[src/rtl/branch_resolve_pkg.sv]
// Shared constants for the branch resolution slice: opcodes, funct3 encodings
// and the resolver FSM state type.
package branch_resolve_pkg;

  localparam logic [6:0] OP_BRANCH = 7'b1100011;
  localparam logic [6:0] OP_JAL    = 7'b1101111;
  localparam logic [6:0] OP_JALR   = 7'b1100111;

  localparam logic [2:0] F3_BEQ  = 3'b000;
  localparam logic [2:0] F3_BNE  = 3'b001;
  localparam logic [2:0] F3_RSV2 = 3'b010;
  localparam logic [2:0] F3_RSV3 = 3'b011;
  localparam logic [2:0] F3_BLT  = 3'b100;
  localparam logic [2:0] F3_BGE  = 3'b101;
  localparam logic [2:0] F3_BLTU = 3'b110;
  localparam logic [2:0] F3_BGEU = 3'b111;

  localparam int CNT_W = 32;

  typedef enum logic [1:0] {
    ST_IDLE     = 2'd0,
    ST_REDIRECT = 2'd1,
    ST_FLUSH    = 2'd2
  } state_e;

endpackage

[src/rtl/branch_resolve_decide.sv]
// Combinational taken/target evaluation for the EX-stage instruction.
// Target arithmetic is modulo 2^DWIDTH; JALR clears bit 0 of its sum.
module branch_decide
  import branch_resolve_pkg::*;
#(
  parameter int DWIDTH = 32
) (
  input  logic [6:0]        opcode_i,
  input  logic [2:0]        funct3_i,
  input  logic [DWIDTH-1:0] pc_i,
  input  logic [DWIDTH-1:0] imm_i,
  input  logic [DWIDTH-1:0] rs1_i,
  input  logic              breq_i,
  input  logic              brlt_i,
  output logic              is_branch,
  output logic              taken,
  output logic              illegal,
  output logic [DWIDTH-1:0] target
);

  logic [DWIDTH-1:0] pc_sum;
  logic [DWIDTH-1:0] rs1_sum;

  assign pc_sum  = pc_i + imm_i;
  assign rs1_sum = rs1_i + imm_i;

  always_comb begin
    is_branch = 1'b0;
    taken     = 1'b0;
    illegal   = 1'b0;
    target    = pc_sum;
    case (opcode_i)
      OP_BRANCH: begin
        is_branch = 1'b1;
        case (funct3_i)
          F3_BEQ:           taken = breq_i;
          F3_BNE:           taken = !breq_i;
          F3_BLT, F3_BLTU:  taken = brlt_i;
          F3_BGE, F3_BGEU:  taken = !brlt_i;
          F3_RSV2, F3_RSV3: illegal = 1'b1;
          default:          taken = 1'b0;
        endcase
      end
      OP_JAL: taken = 1'b1;
      OP_JALR: begin
        taken  = 1'b1;
        target = {rs1_sum[DWIDTH-1:1], 1'b0};
      end
      default: taken = 1'b0;
    endcase
  end

endmodule

[src/rtl/branch_resolve.sv]
// EX-stage branch resolver: samples the instruction in IDLE, issues a redirect
// to fetch, then squashes younger instructions for FLUSH_CYCLES cycles.
module branch_resolve
  import branch_resolve_pkg::*;
#(
  parameter int DWIDTH       = 32,
  parameter int FLUSH_CYCLES = 2
) (
  input  logic              clk,
  input  logic              reset,
  input  logic              ex_valid_i,
  input  logic [6:0]        opcode_i,
  input  logic [2:0]        funct3_i,
  input  logic [DWIDTH-1:0] pc_i,
  input  logic [DWIDTH-1:0] imm_i,
  input  logic [DWIDTH-1:0] rs1_i,
  input  logic              breq_i,
  input  logic              brlt_i,
  input  logic              redirect_ready_i,
  output logic              redirect_valid_o,
  output logic [DWIDTH-1:0] redirect_pc_o,
  output logic              flush_o,
  output logic              busy_o,
  output logic              misalign_o,
  output logic              illegal_o,
  output logic [CNT_W-1:0]  branch_cnt_o,
  output logic [CNT_W-1:0]  taken_cnt_o,
  output state_e            state_o
);

  localparam logic [2:0] FLUSH_LOAD = 3'(FLUSH_CYCLES);

  state_e            state, state_next;
  logic [2:0]        flush_cnt, flush_cnt_next;
  logic              sample;
  logic              dec_is_branch, dec_taken, dec_illegal;
  logic [DWIDTH-1:0] dec_target;

  branch_decide #(.DWIDTH(DWIDTH)) u_decide (
    .opcode_i  (opcode_i),
    .funct3_i  (funct3_i),
    .pc_i      (pc_i),
    .imm_i     (imm_i),
    .rs1_i     (rs1_i),
    .breq_i    (breq_i),
    .brlt_i    (brlt_i),
    .is_branch (dec_is_branch),
    .taken     (dec_taken),
    .illegal   (dec_illegal),
    .target    (dec_target)
  );

  // Decision inputs are only looked at when nothing is in flight.
  assign sample = ex_valid_i && (state == ST_IDLE);

  // Handshake: redirect_valid_o rises one cycle after a taken sample and stays
  // high with redirect_pc_o frozen; the transfer happens in the first cycle
  // where redirect_ready_i is also high.
  always_comb begin
    state_next     = state;
    flush_cnt_next = flush_cnt;
    case (state)
      ST_IDLE: begin
        if (sample && dec_taken) state_next = ST_REDIRECT;
      end
      ST_REDIRECT: begin
        if (redirect_ready_i) begin
          if (FLUSH_CYCLES == 0) begin
            state_next = ST_IDLE;
          end else begin
            state_next     = ST_FLUSH;
            flush_cnt_next = FLUSH_LOAD;
          end
        end
      end
      ST_FLUSH: begin
        if (flush_cnt <= 3'd1) begin
          state_next     = ST_IDLE;
          flush_cnt_next = 3'd0;
        end else begin
          flush_cnt_next = flush_cnt - 3'd1;
        end
      end
      default: begin
        state_next     = ST_IDLE;
        flush_cnt_next = 3'd0;
      end
    endcase
  end

  always_ff @(posedge clk or posedge reset) begin
    if (reset) begin
      state         <= ST_IDLE;
      flush_cnt     <= 3'd0;
      redirect_pc_o <= '0;
      misalign_o    <= 1'b0;
      illegal_o     <= 1'b0;
      branch_cnt_o  <= '0;
      taken_cnt_o   <= '0;
    end else begin
      state      <= state_next;
      flush_cnt  <= flush_cnt_next;
      misalign_o <= sample && dec_taken && dec_target[1];
      illegal_o  <= sample && dec_illegal;
      if (sample && dec_taken) redirect_pc_o <= dec_target;
      if (sample && dec_is_branch && (branch_cnt_o != '1))
        branch_cnt_o <= branch_cnt_o + 1'b1;
      if (sample && dec_taken && (taken_cnt_o != '1))
        taken_cnt_o <= taken_cnt_o + 1'b1;
    end
  end

  assign redirect_valid_o = (state == ST_REDIRECT);
  assign flush_o          = (state == ST_FLUSH);
  assign busy_o           = (state != ST_IDLE);
  assign state_o          = state;

endmodule

[config.mk]
export PLATFORM = sky130hd
export DESIGN_NAME = branch_resolve
export DESIGN_NICKNAME = d
export VERILOG_FILES = /design/src/rtl/branch_resolve_pkg.sv /design/src/rtl/branch_resolve_decide.sv /design/src/rtl/branch_resolve.sv
export SDC_FILE = /design/constraint.sdc
export NUM_CORES = 1
export LEC_CHECK = 0
export BUFFER_PORTS_ARGS = -buffer_cell sky130_fd_sc_hd__buf_2
export CAP_MARGIN = 40
export CORE_ASPECT_RATIO = 0.75
export CORE_UTILIZATION = 41
export DETAILED_ROUTE_END_ITERATION = 6
export GPL_TIMING_DRIVEN = 0
export PLACE_DENSITY_LB_ADDON = 0.08
export SYNTH_ARGS = -nofsm -noshare
export SYNTH_HDL_FRONTEND = slang
export SYNTH_SLANG_ARGS = --single-unit
[constraint.sdc]
create_clock -name clk -period 4.4 [get_ports clk]
set_input_delay 0.88 -clock clk [delete_from_list [all_inputs] [get_ports clk]]
set_output_delay 0.88 -clock clk [all_outputs]
set_load 0.005 [all_outputs]
==> reports/metrics.csv, run 1 <==
metric;value;unit
syn-cell-area;8060;um2
num_rows;43;
fp.dieH;123;um
seq_area;2580;um2
reg2reg_depth;9;
layout.nets;1329;
ys_ff_latch;103;
fill_cells;1882;
crit_type;in2reg;
final_layout_size_suffix_gt1_share;22.9;%
placed_area;9470;um2
skew;0.0126;ns
cts_tree;done;
finalSetupViolations;0;
fin_crit_sh;80.8;%
postRouteAntennaNets;0;
hpwlAfterDp;18700;um
gp_congestion;0.899;
cts_buffers;9;
syn2layout_area_growth;21.6;%
grt_max_degree;58;
design_area;9790;um2
grt.met2_usage;31.8;%
synth.distinct_cells;76;
first_global_vias;6708;
routed_wl;23200;um
worst_slack;0.846;ns
cp_max_fo;5;
io_pins;215;
met1_usage;36.7;%
cts_sinks;103;
num_antenna_cells;0;
start_util;42.7;%
cts_root_buffer;clkbuf_16;
synthFlopType;dfrtp_1;
drcViolationCount;0;
cts_max_level;3;
outcome;finished, final reports clean;
drt_iter0_drc;551;
busiest_layer;met1;
worst_pin_slew;0.763;ns
clkTransAtPathRegs;0.07;ns
grt_use_total;22.8;%
cts_resized;0;
slew_violations;0;
clockBufferDepth;2;
clk_latency;0.36;ns
whs_path_depth;1;
yosys_warnings;0;
syn_nets;1103;
synth_edf_count;0;
drtPass1Iterations;5;
die_area;20200;um2
relSlewSlack;49.1;%
rsz0062_at_grt;false;
core_area;18900;um2
fmax;281;MHz
p_leak;4.93;nW
multi_input_area;5290;um2
cts_setup_buffers;0;
grt_pass1_wl;35900;um
overflow;0;
dp.cells;1382;
max_cap_violations;0;
fin_crit;3.55;ns
final-hold-violation-count;0;
postSynthCellCount;920;
ys_seq_area_share;32.0;%
setup.worst_path.end_class;register;
postCtsHoldBufs;0;
required;4.67;ns
pre_cts_slack;0.615;ns
powerDensity;300;nW/um2
grt_antenna_before_repair;0;
port_buffers;214;
regToRegSetupSlack;1.77;ns
vias;7637;
vias_per_cell;5.46;
critical_path.startpoint_type;primary input;
die_x;164;um
grtUsageMet3;3.49;%
arrival;3.83;ns
synthArstFlopShare;100;%
wl_per_cell;16.6;um
final_cells;1398;
hold_path.class;reg2reg;
ir_drop;0.211;mV
syn_avg_cell_area;8.76;um2
where the power goes:
| part | total, mW | switching [mW] | internal [mW] |
|---|---|---|---|
| registers | 1.09 | 0.0599 | 1.03 |
| logic | 0.975 | 0.555 | 0.420 |
| clock network | 0.868 | 0.407 | 0.461 |
metrics by stage:
stage | utilization (%) | power (mW) | TNS, ns | hold WS [ns]
floorplan | - | 1.72 | 0 | 0.473
global placement | 50.0 | 2.06 | -63.20 | 0.459
detailed placement | 50.1 | 2.07 | 0 | 0.463
CTS | 51.9 | 2.95 | 0 | 0.482
global route | 51.9 | 3.11 | 0 | 0.495
finish | 51.9 | 2.94 | 0 | 0.478
area by class of cell:
class,instances,area share (%)
multi-input cells,767,54.0
flip-flops and latches,103,26.3
repair buffers,215,11.2
well taps,247,3.16
clock buffers,9,2.30
inverters,30,1.18
clock inverters,7,1.03
plain buffers,20,0.805
path summary, 6_finish.rpt:
kind / startpoint / to
setup reg to reg: state_o[0] / taken_cnt_o[30]
max in group asynchronous: reset / redirect_pc_o[8]
setup / recovery: imm_i[0] / redirect_pc_o[30]
min in group asynchronous: reset / taken_cnt_o[26]
hold reg to reg: redirect_pc_o[1] / redirect_pc_o[1]
hold / removal: redirect_pc_o[1] / redirect_pc_o[1]
per-layer routing:
layer  wire (um)  vias up
met3        1420       11
met1       12400     3528
met4         165        0
li1            -     3822
met5           0        -
met2        9230      276
placed cells by master, fill, tap and decap left out, types with 7 or more instances in the layout:
cell / count
buf_2: 217
dfrtp_1: 103
nand2_1: 99
xnor2_1: 73
a21oi_1: 70
ha_1: 69
nor2_1: 62
o21ai_0: 61
nand3_1: 42
xor2_1: 37
inv_1: 28
and3_1: 24
a21o_1: 24
nand4_1: 20
clkbuf_1: 16
nor3_1: 15
a211oi_1: 13
o21bai_1: 9
clkbuf_16: 9
nor2b_1: 8
mux2i_1: 8
o21a_1: 7
and2_1: 7
state kept, by name, summed over array words and instances, names as in the netlist:
register	flops
misalign_o	1
flush_cnt	3
redirect_pc_o	32
illegal_o	1
taken_cnt_o	32
branch_cnt_o	32
state_o	2
synthesized netlist by cell type (4+ instances only):
master    number  area share (%)
dfrtp_1      103              32
nand2_1       99             4.6
xnor2_1       73             7.9
a21oi_1       70             4.3
ha_1          69              11
nor2_1        62             2.9
o21ai_0       61             3.8
nand3_1       42             2.6
xor2_1        37             4.0
inv_1         29             1.4
a21o_1        24             2.2
and3_1        24             1.9
nand4_1       20             1.6
clkbuf_1      16            0.75
nor3_1        15            0.93
a211oi_1      13             1.2
o21bai_1       9            0.84
mux2i_1        8            0.99
nor2b_1        8            0.62
and2_1         7            0.54
o21a_1         7            0.65
a31o_2         6            0.65
a31oi_1        6            0.47
nand2b_1       6            0.47
nor3b_1        6            0.56
o211ai_1       6            0.56
o31ai_1        6            0.56
and4_1         5            0.54
nor4_1         5            0.39
o221ai_1       5            0.54
a211o_1        4            0.43
a221oi_1       4            0.43
o22ai_1        4            0.31
critical path, stage by stage:
cell	delay [ns]
buf_2	0.12
ha_1	0.22
fa_1	0.43
a211oi_1	0.34
o21ai_0	0.33
nand4_1	0.17
and3b_1	0.21
buf_2	0.19
a21oi_1	0.11
a211oi_1	0.51
nand3_1	0.14
a31oi_1	0.19
cells by family after synthesis:
logic type,after synthesis,synth area share [%]
xor gates and xnor gates,111,12.2
and+or+nand+nor,320,20.2
DFF,103,32.0
muxes,11,1.41
AOI/OAI and AO/OA,254,20.6
adders and majority gates,71,11.2
buffers and inverters,50,2.38
No activity file was read; power rests on OpenSTA's default activity.
==> run 2: changes to the inputs <==
==> constraint.sdc (replaced) <==
create_clock -name clk -period 3.25 [get_ports clk]
set_input_delay 0.65 -clock clk [delete_from_list [all_inputs] [get_ports clk]]
set_output_delay 0.65 -clock clk [all_outputs]
set_load 0.005 [all_outputs]
==> run 2 against run 1 <==
  * Critical path depth shrank 2
  * Combinational power is 36% higher
  * Die area unchanged
  * First-iteration DRC count grew 4.5%
  * Sequential power rose by 36%
  * Worst hold slack got worse by 0.11 ns
  * Largest cell class unchanged
  * Largest power group unchanged
==> reports/metrics.csv, run 2 (synthesis gave the netlist of run 1 again) <==
metric;value;unit;change
outcome;finished, final reports clean;;unchanged
fin_crit;3.10;ns;
crit_type;in2reg;;unchanged
drcViolationCount;0;;unchanged
wl_met1;12400;um;about the same
cts_setup_buffers;0;;unchanged
regToRegSetupSlack;0.60;ns;was 1.77 ns
grt_max_degree;33;;was 58
path_buf_inv;1;;was 2
skew;0.0101;ns;was 0.0126 ns
grt_pass1_wl;35900;um;about the same
cts_max_level;3;;unchanged
clockBufferDepth;2;;unchanged
postRouteAntennaNets;0;;unchanged
max_cap_violations;0;;unchanged
rsz0062_at_grt;false;;unchanged
postCtsHoldBufs;0;;unchanged
cp_slowest_cell;a2111oi_1;;was a211oi_1
setup.worst_path.end_class;register;;unchanged
hpwlAfterDp;18800;um;was 18700 um
cts_buffers;9;;unchanged
reg2reg_depth;9;;unchanged
final-hold-violation-count;0;;unchanged
critical_path.startpoint_type;primary input;;unchanged
wl_per_cell;16.6;um;about the same
vias_per_cell;5.49;;was 5.46
p_leak;4.94;nW;was 4.93 nW
num_rows;43;;unchanged
routed_wl;23200;um;about the same
die_area;20200;um2;unchanged
overflow;0;;unchanged
top_layer;met4;;unchanged
die_x;164;um;unchanged
cts_tree;done;;unchanged
worst_pin_slew;0.808;ns;was 0.763 ns
slew_violations;0;;unchanged
vias;7684;;was 7637
first_global_vias;6715;;was 6708
fill_cells;1836;;was 1882
arrival;3.32;ns;was 3.83 ns
cts_resized;0;;unchanged
grt_use_total;22.8;%;about the same
start_util;42.7;%;unchanged
top_regs;branch_cnt_o (32), redirect_pc_o (32), taken_cnt_o (32);;unchanged
io_pins;215;;unchanged
route.met3.wl;1490;um;was 1420 um
num_antenna_cells;0;;unchanged
final_layout_size_suffix_gt1_share;23.2;%;was 22.9%
cts_sinks;103;;unchanged
cts_root_buffer;clkbuf_16;;unchanged
ir_drop;0.279;mV;was 0.211 mV
crit_chain;buf_2 > ha_1 > a21oi_1 > nor3_1 > o31ai_1 > a21oi_2 > a2111oi_1 > o21ai_0 > a32oi_1 > o21ai_1;;was buf_2 > ha_1 > fa_1 > a211oi_1 > o21ai_0 > nand4_1 > and3b_1 > buf_2 > a21oi_1 > a211oi_1 > nand3_1 > a31oi_1
mostFrequentLayoutCell;buf_2;;unchanged
clkTransAtPathRegs;0.08;ns;was 0.07 ns
layout_common_cells;buf_2 (217), dfrtp_1 (103), nand2_1 (99);;unchanged
relSlewSlack;46.1;%;was 49.1%
fin_util;52.1;%;was 51.9%
r2r-start;state_o[0];;unchanged
required;3.47;ns;was 4.67 ns
core_area;18900;um2;unchanged
fp.dieH;123;um;unchanged
port_buffers;214;;unchanged
syn2layout_area_growth;22.2;%;was 21.6%
drt_iter0_drc;576;;was 551
powerDensity;404;nW/um2;was 300 nW/um2
grt_antenna_before_repair;0;;unchanged
slowest_delay;0.54;ns;was 0.51 ns
rr_endpoint;taken_cnt_o[30];;unchanged
cp_max_fo;4;;was 5
hold_path.class;in2async;;was reg2reg
layout.nets;1331;;was 1329
drtPass1Iterations;5;;unchanged
fin_crit_sh;95.5;%;
critPathTopFamily;compound AO/OA/AOI/OAI gates;;unchanged
wl_met2;9190;um;was 9230 um
finalSetupViolations;0;;unchanged
clk_latency;0.35;ns;was 0.36 ns
fmax;322;MHz;
gp_congestion;0.877;;was 0.899
setup_tns;0;ns;unchanged
[run 2: changes by cell type in the layout (fill, tap and decap cells not counted)]
cell	delta
buf_12	+2
a211oi_1	-1
a211oi_2	+1
inv_8	-1
clkinvlp_4	+2
o21ai_0	-1
inv_4	-1
o21ai_2	+1
clkinv_4	-1
clkinv_8	+1
[run 2: layout make-up]
class	count	area (um2)	area share (%)
inverters	30	116	1.18
multi-input cells	767	5300	53.8
clock buffers	9	225	2.29
well taps	247	309	3.14
repair buffers	217	1140	11.6
flip-flops and latches	103	2580	26.2
clock inverters	7	105	1.07
plain buffers	20	78.8	0.801
[run 2: how the worst max path moves through the flow]
stage | start | slack (ns) | cells past startpoint | endpoint
finish | imm_i[4] | 0.15 | 10 | redirect_pc_o[29]
global route | imm_i[4] | 0.05 | 10 | redirect_pc_o[29]
CTS | imm_i[0] | 0.09 | 12 | redirect_pc_o[30]
detailed placement | imm_i[0] | -0.26 | 12 | redirect_pc_o[30]
global placement | imm_i[0] | -0.29 | 12 | redirect_pc_o[30]
floorplan | pc_i[0] | 0.44 | 11 | redirect_pc_o[22]
[run 2: per-stage QoR]
stage	power (mW)	hold slack [ns]	instances	instance area, um2	setup slack [ns]
2_1_floorplan	2.33	0.473	920	8060	0.438
3_3_place_gp	2.79	0.459	1381	9440	-0.295
3_5_place_dp	2.81	0.471	1384	9510	-0.258
4_1_cts	4.01	0.382	1400	9840	0.0865
5_1_grt	4.21	0.406	1400	9850	0.0485
6_report	3.98	0.368	1400	9850	0.146
[run 2: where the power goes]
part / switching [mW] / internal, mW / total (mW)
sequential: 0.0807 / 1.40 / 1.48
clock: 0.548 / 0.623 / 1.17
combinational: 0.750 / 0.575 / 1.33
total: 1.38 / 2.60 / 3.98
[run 2: per-layer routing]
| metal | track usage [%] | vias to the layer above |
|---|---|---|
| met5 | 0 | - |
| met1 | 37.2 | 3570 |
| met2 | 31.5 | 281 |
| met3 | 3.29 | 10 |
| met4 | 2.95 | 0 |
| li1 | - | 3823 |
==> run 3: changes to the inputs <==
--- a/config.mk
+++ b/config.mk
@@ -5,13 +5,15 @@
 export SDC_FILE = /design/constraint.sdc
 export NUM_CORES = 1
 export LEC_CHECK = 0
+export ABC_AREA = 1
 export BUFFER_PORTS_ARGS = -buffer_cell sky130_fd_sc_hd__buf_2
-export CAP_MARGIN = 40
+export CAP_MARGIN = 30
 export CORE_ASPECT_RATIO = 0.75
 export CORE_UTILIZATION = 41
 export DETAILED_ROUTE_END_ITERATION = 6
 export GPL_TIMING_DRIVEN = 0
 export PLACE_DENSITY_LB_ADDON = 0.08
+export RECOVER_POWER = 50
 export SYNTH_ARGS = -nofsm -noshare
 export SYNTH_HDL_FRONTEND = slang
 export SYNTH_SLANG_ARGS = --single-unit
==> run 3 against run 2 <==
  * The flow now finishes with violations (max-capacitance violations, max-slew violations)
  * Synthesized cell count is 85% higher
  * Largest power group is now combinational logic
  * Critical path depth is 4 higher
  * First-iteration DRC count is 57% higher
  * Combinational power is 23% higher
  * Register-to-register slack better by 0.60 ns
==> reports/metrics.csv, run 3 <==
metric;value;unit;change
p_seq_share;35.7;%;was 37.2%
critical_path.startpoint_type;primary input;;unchanged
num_rows;49;;was 43
cts_setup_buffers;0;;unchanged
cp_max_fo;4;;unchanged
postCtsHoldBufs;0;;unchanged
grt_antenna_before_repair;0;;unchanged
first_global_vias;10000;;was 6715
powerDensity;366;nW/um2;was 404 nW/um2
crit_top_cell;nand2_1;;
report.power.total;4.39;mW;was 3.98 mW
drt_iter0_drc;904;;was 576
drtPass1Iterations;6;;was 5
core_area;24200;um2;was 18900 um2
vias_per_cell;4.84;;was 5.49
fill_cells;2692;;was 1836
outcome;finished, violations left;;was finished, final reports clean
hold_path.class;in2async;;unchanged
syn-cell-area;10200;um2;was 8060 um2
regToRegSetupSlack;1.20;ns;was 0.60 ns
worst_slack;0.746;ns;was 0.146 ns
synthFlopType;dfrtp_1;;unchanged
worst_pin_slew;1.56;ns;was 0.808 ns
rsz0062_at_grt;false;;unchanged
path_buf_inv;1;;unchanged
cts_root_buffer;clkbuf_16;;unchanged
ir_drop;0.260;mV;was 0.279 mV
ys_ff_latch;103;;unchanged
final-hold-violation-count;0;;unchanged
wl_met1;17100;um;was 12400 um
finalSetupViolations;0;;unchanged
crit_chain;buf_2 > ha_1 > fa_1 > nand3_1 > nand3_1 > nand3_1 > nand3_1 > nand2_1 > nand2_1 > nand2_1 > nand3_1 > nand2_1 > nand2_1 > nand2_1;;was buf_2 > ha_1 > a21oi_1 > nor3_1 > o31ai_1 > a21oi_2 > a2111oi_1 > o21ai_0 > a32oi_1 > o21ai_1
synthArstFlopShare;100;%;unchanged
routed_wl;32800;um;was 23200 um
gp_congestion;0.930;;was 0.877
slew_violations;24;;was 0
cts_max_level;3;;unchanged
top_layer;met4;;unchanged
critPathTopFamily;simple AND/OR/NAND/NOR gates;;was compound AO/OA/AOI/OAI gates
skew;0.00766;ns;was 0.0101 ns
grt_use_total;26.4;%;was 22.8%
combPwrFrac;37.4;%;was 33.3%
layout.nets;2114;;was 1331
syn_nets;1886;;was 1103
vias;11000;;was 7684
top_regs;branch_cnt_o (32), redirect_pc_o (32), taken_cnt_o (32);;unchanged
required;3.54;ns;was 3.47 ns
drcViolationCount;0;;unchanged
synth.distinct_cells;36;;was 76
rr_endpoint;branch_cnt_o[17];;was taken_cnt_o[30]
postSynthCellCount;1703;;was 920
synth-simple-area-share;41.6;%;was 20.2%
relSlewSlack;-3.78;%;was 46.1%
setup.worst_path.end_class;register;;unchanged
synth_top_cell_by_area;dfrtp_1;;unchanged
cts_buffers;9;;unchanged
cts_tree;done;;unchanged
reg2reg_depth;12;;was 9
pre_cts_slack;0.473;ns;was -0.258 ns
grt_max_degree;33;;unchanged
netlist_top_cells_area;dfrtp_1 (25%), nand2_1 (25%), inv_1 (11%);;was dfrtp_1 (32%), ha_1 (11%), xnor2_1 (7.9%)
wl_met2;13000;um;was 9190 um
synth-xor-area-share;6.54;%;was 12.2%
p_switching;1.67;mW;was 1.38 mW
num_antenna_cells;0;;unchanged
p_int;2.72;mW;was 2.60 mW
wl_per_cell;14.5;um;was 16.6 um
synth-compound-area-share;5.95;%;was 20.6%
layout_common_cells;nand2_1 (681), inv_1 (288), buf_2 (195);;was buf_2 (217), dfrtp_1 (103), nand2_1 (99)
die_area;25500;um2;was 20200 um2
fin_crit;2.50;ns;was 3.10 ns
synth_edf_count;0;;unchanged
ys_seq_area_share;25.3;%;was 32.0%
route.met3.wl;2420;um;was 1490 um
syn_avg_cell_area;5.97;um2;was 8.76 um2
cp_slowest_cell;fa_1;;was a2111oi_1
synth_top_family_by_area;simple AND/OR/NAND/NOR gates;;was compound AO/OA/AOI/OAI gates
clkTransAtPathRegs;0.07;ns;was 0.08 ns
grt_pass1_wl;52800;um;was 35900 um
arrival;2.79;ns;was 3.32 ns
clockBufferDepth;2;;unchanged
port_buffers;214;;unchanged
max_cap_violations;1;;was 0
crit_type;in2reg;;unchanged
io_pins;215;;unchanged
syn2layout_area_growth;17.9;%;was 22.2%
synth_top_area_share;25.3;%;was 32.0%
cts_resized;0;;unchanged
fin_crit_sh;77.1;%;was 95.5%
postRouteAntennaNets;0;;unchanged
mostFrequentLayoutCell;nand2_1;;was buf_2
clk_latency;0.35;ns;about the same
die_x;184;um;was 164 um
fp.dieH;138;um;was 123 um
overflow;0;;unchanged
yosys_warnings;0;;unchanged
fmax;399;MHz;was 322 MHz
cts_sinks;103;;unchanged
synth_adder_area_share;8.88;%;was 11.2%
hpwlAfterDp;27800;um;was 18800 um
setup_tns;0;ns;unchanged
r2r-start;state_o[1];;was state_o[0]
synth_mux_area_share;0;%;was 1.41%
synthTopCellsByCount;nand2_1 (681), inv_1 (289), nor2_1 (150);;was dfrtp_1 (103), nand2_1 (99), xnor2_1 (73)
switching_share;38.0;%;was 34.7%
final_layout_size_suffix_gt1_share;12.4;%;was 23.2%
synth.most_common_cell;nand2_1;;was dfrtp_1
p_leak;7.11;nW;was 4.94 nW
clockPowerShare;26.9;%;was 29.5%
start_util;42.1;%;was 42.7%
slowest_delay;0.47;ns;was 0.54 ns
violations;max-capacitance violations, max-slew violations;;
[run 3: cell families after synthesis]
group,after synthesis
xor+xnor,76
fa+ha+maj,71
buf+inv,312
flops,103
simple gates,1028
compound gates,113
[run 3: layer usage]
| layer | global-route usage, % | up-vias |
|---|---|---|
| met1 | 41.8 | 4861 |
| li1 | - | 5714 |
| met2 | 38.2 | 383 |
| met5 | 0 | - |
| met3 | 3.48 | 19 |
| met4 | 3.60 | 0 |
[run 3: power groups by stage]
stage	clock, mW	sequential [mW]	combinational, mW
floorplan	0	1.58	1.02
global placement	0	1.59	1.62
detailed placement	0	1.58	1.65
CTS	1.21	1.56	1.66
global route	1.26	1.59	1.87
finish	1.18	1.57	1.64
[run 3: how the worst max path moves through the flow]
stage | start | end | slack [ns] | cells past startpoint
after floorplan | pc_i[0] | redirect_pc_o[28] | 1.05 | 12
after global placement | pc_i[0] | redirect_pc_o[28] | 0.50 | 14
after detailed placement | pc_i[0] | redirect_pc_o[28] | 0.47 | 14
after CTS | pc_i[0] | redirect_pc_o[28] | 0.83 | 14
after global routing | reset | taken_cnt_o[9] | 0.47 | 3
final | pc_i[0] | redirect_pc_o[28] | 0.75 | 14
[run 3: layout make-up]
cell class / count / area, um2 / share of cell area (%)
multi-input cells: 1288 / 6400 / 53.4
well taps: 331 / 414 / 3.45
inverters: 293 / 1100 / 9.18
repair buffers: 217 / 1080 / 9.02
plain buffers: 19 / 91.3 / 0.762
clock buffers: 10 / 229 / 1.91
clock inverters: 6 / 92.6 / 0.772
flip-flops and latches: 103 / 2580 / 21.5
[run 3: worst register-to-register path, delay by kind of cell (launching register included)]
| kind | cells | cell delay [ns] |
|---|---|---|
| buf+inv | 6 | 0.94 |
| flops | 1 | 0.41 |
| fa+ha+maj | 1 | 0.20 |
| simple gates | 4 | 0.36 |
| compound gates | 1 | 0.08 |
[run 3: metrics by stage]
step | cells | cell area, um2 | utilization, % | hold WS, ns
2_1_floorplan | 1703 | 10200 | - | 0.472
3_3_place_gp | 2248 | 11700 | 48.3 | 0.462
5_1_grt | 2267 | 12000 | 49.6 | 0.458
6_report | 2267 | 12000 | 49.6 | 0.444
3_5_place_dp | 2251 | 11700 | 48.5 | 0.460
4_1_cts | 2267 | 12000 | 49.9 | 0.336
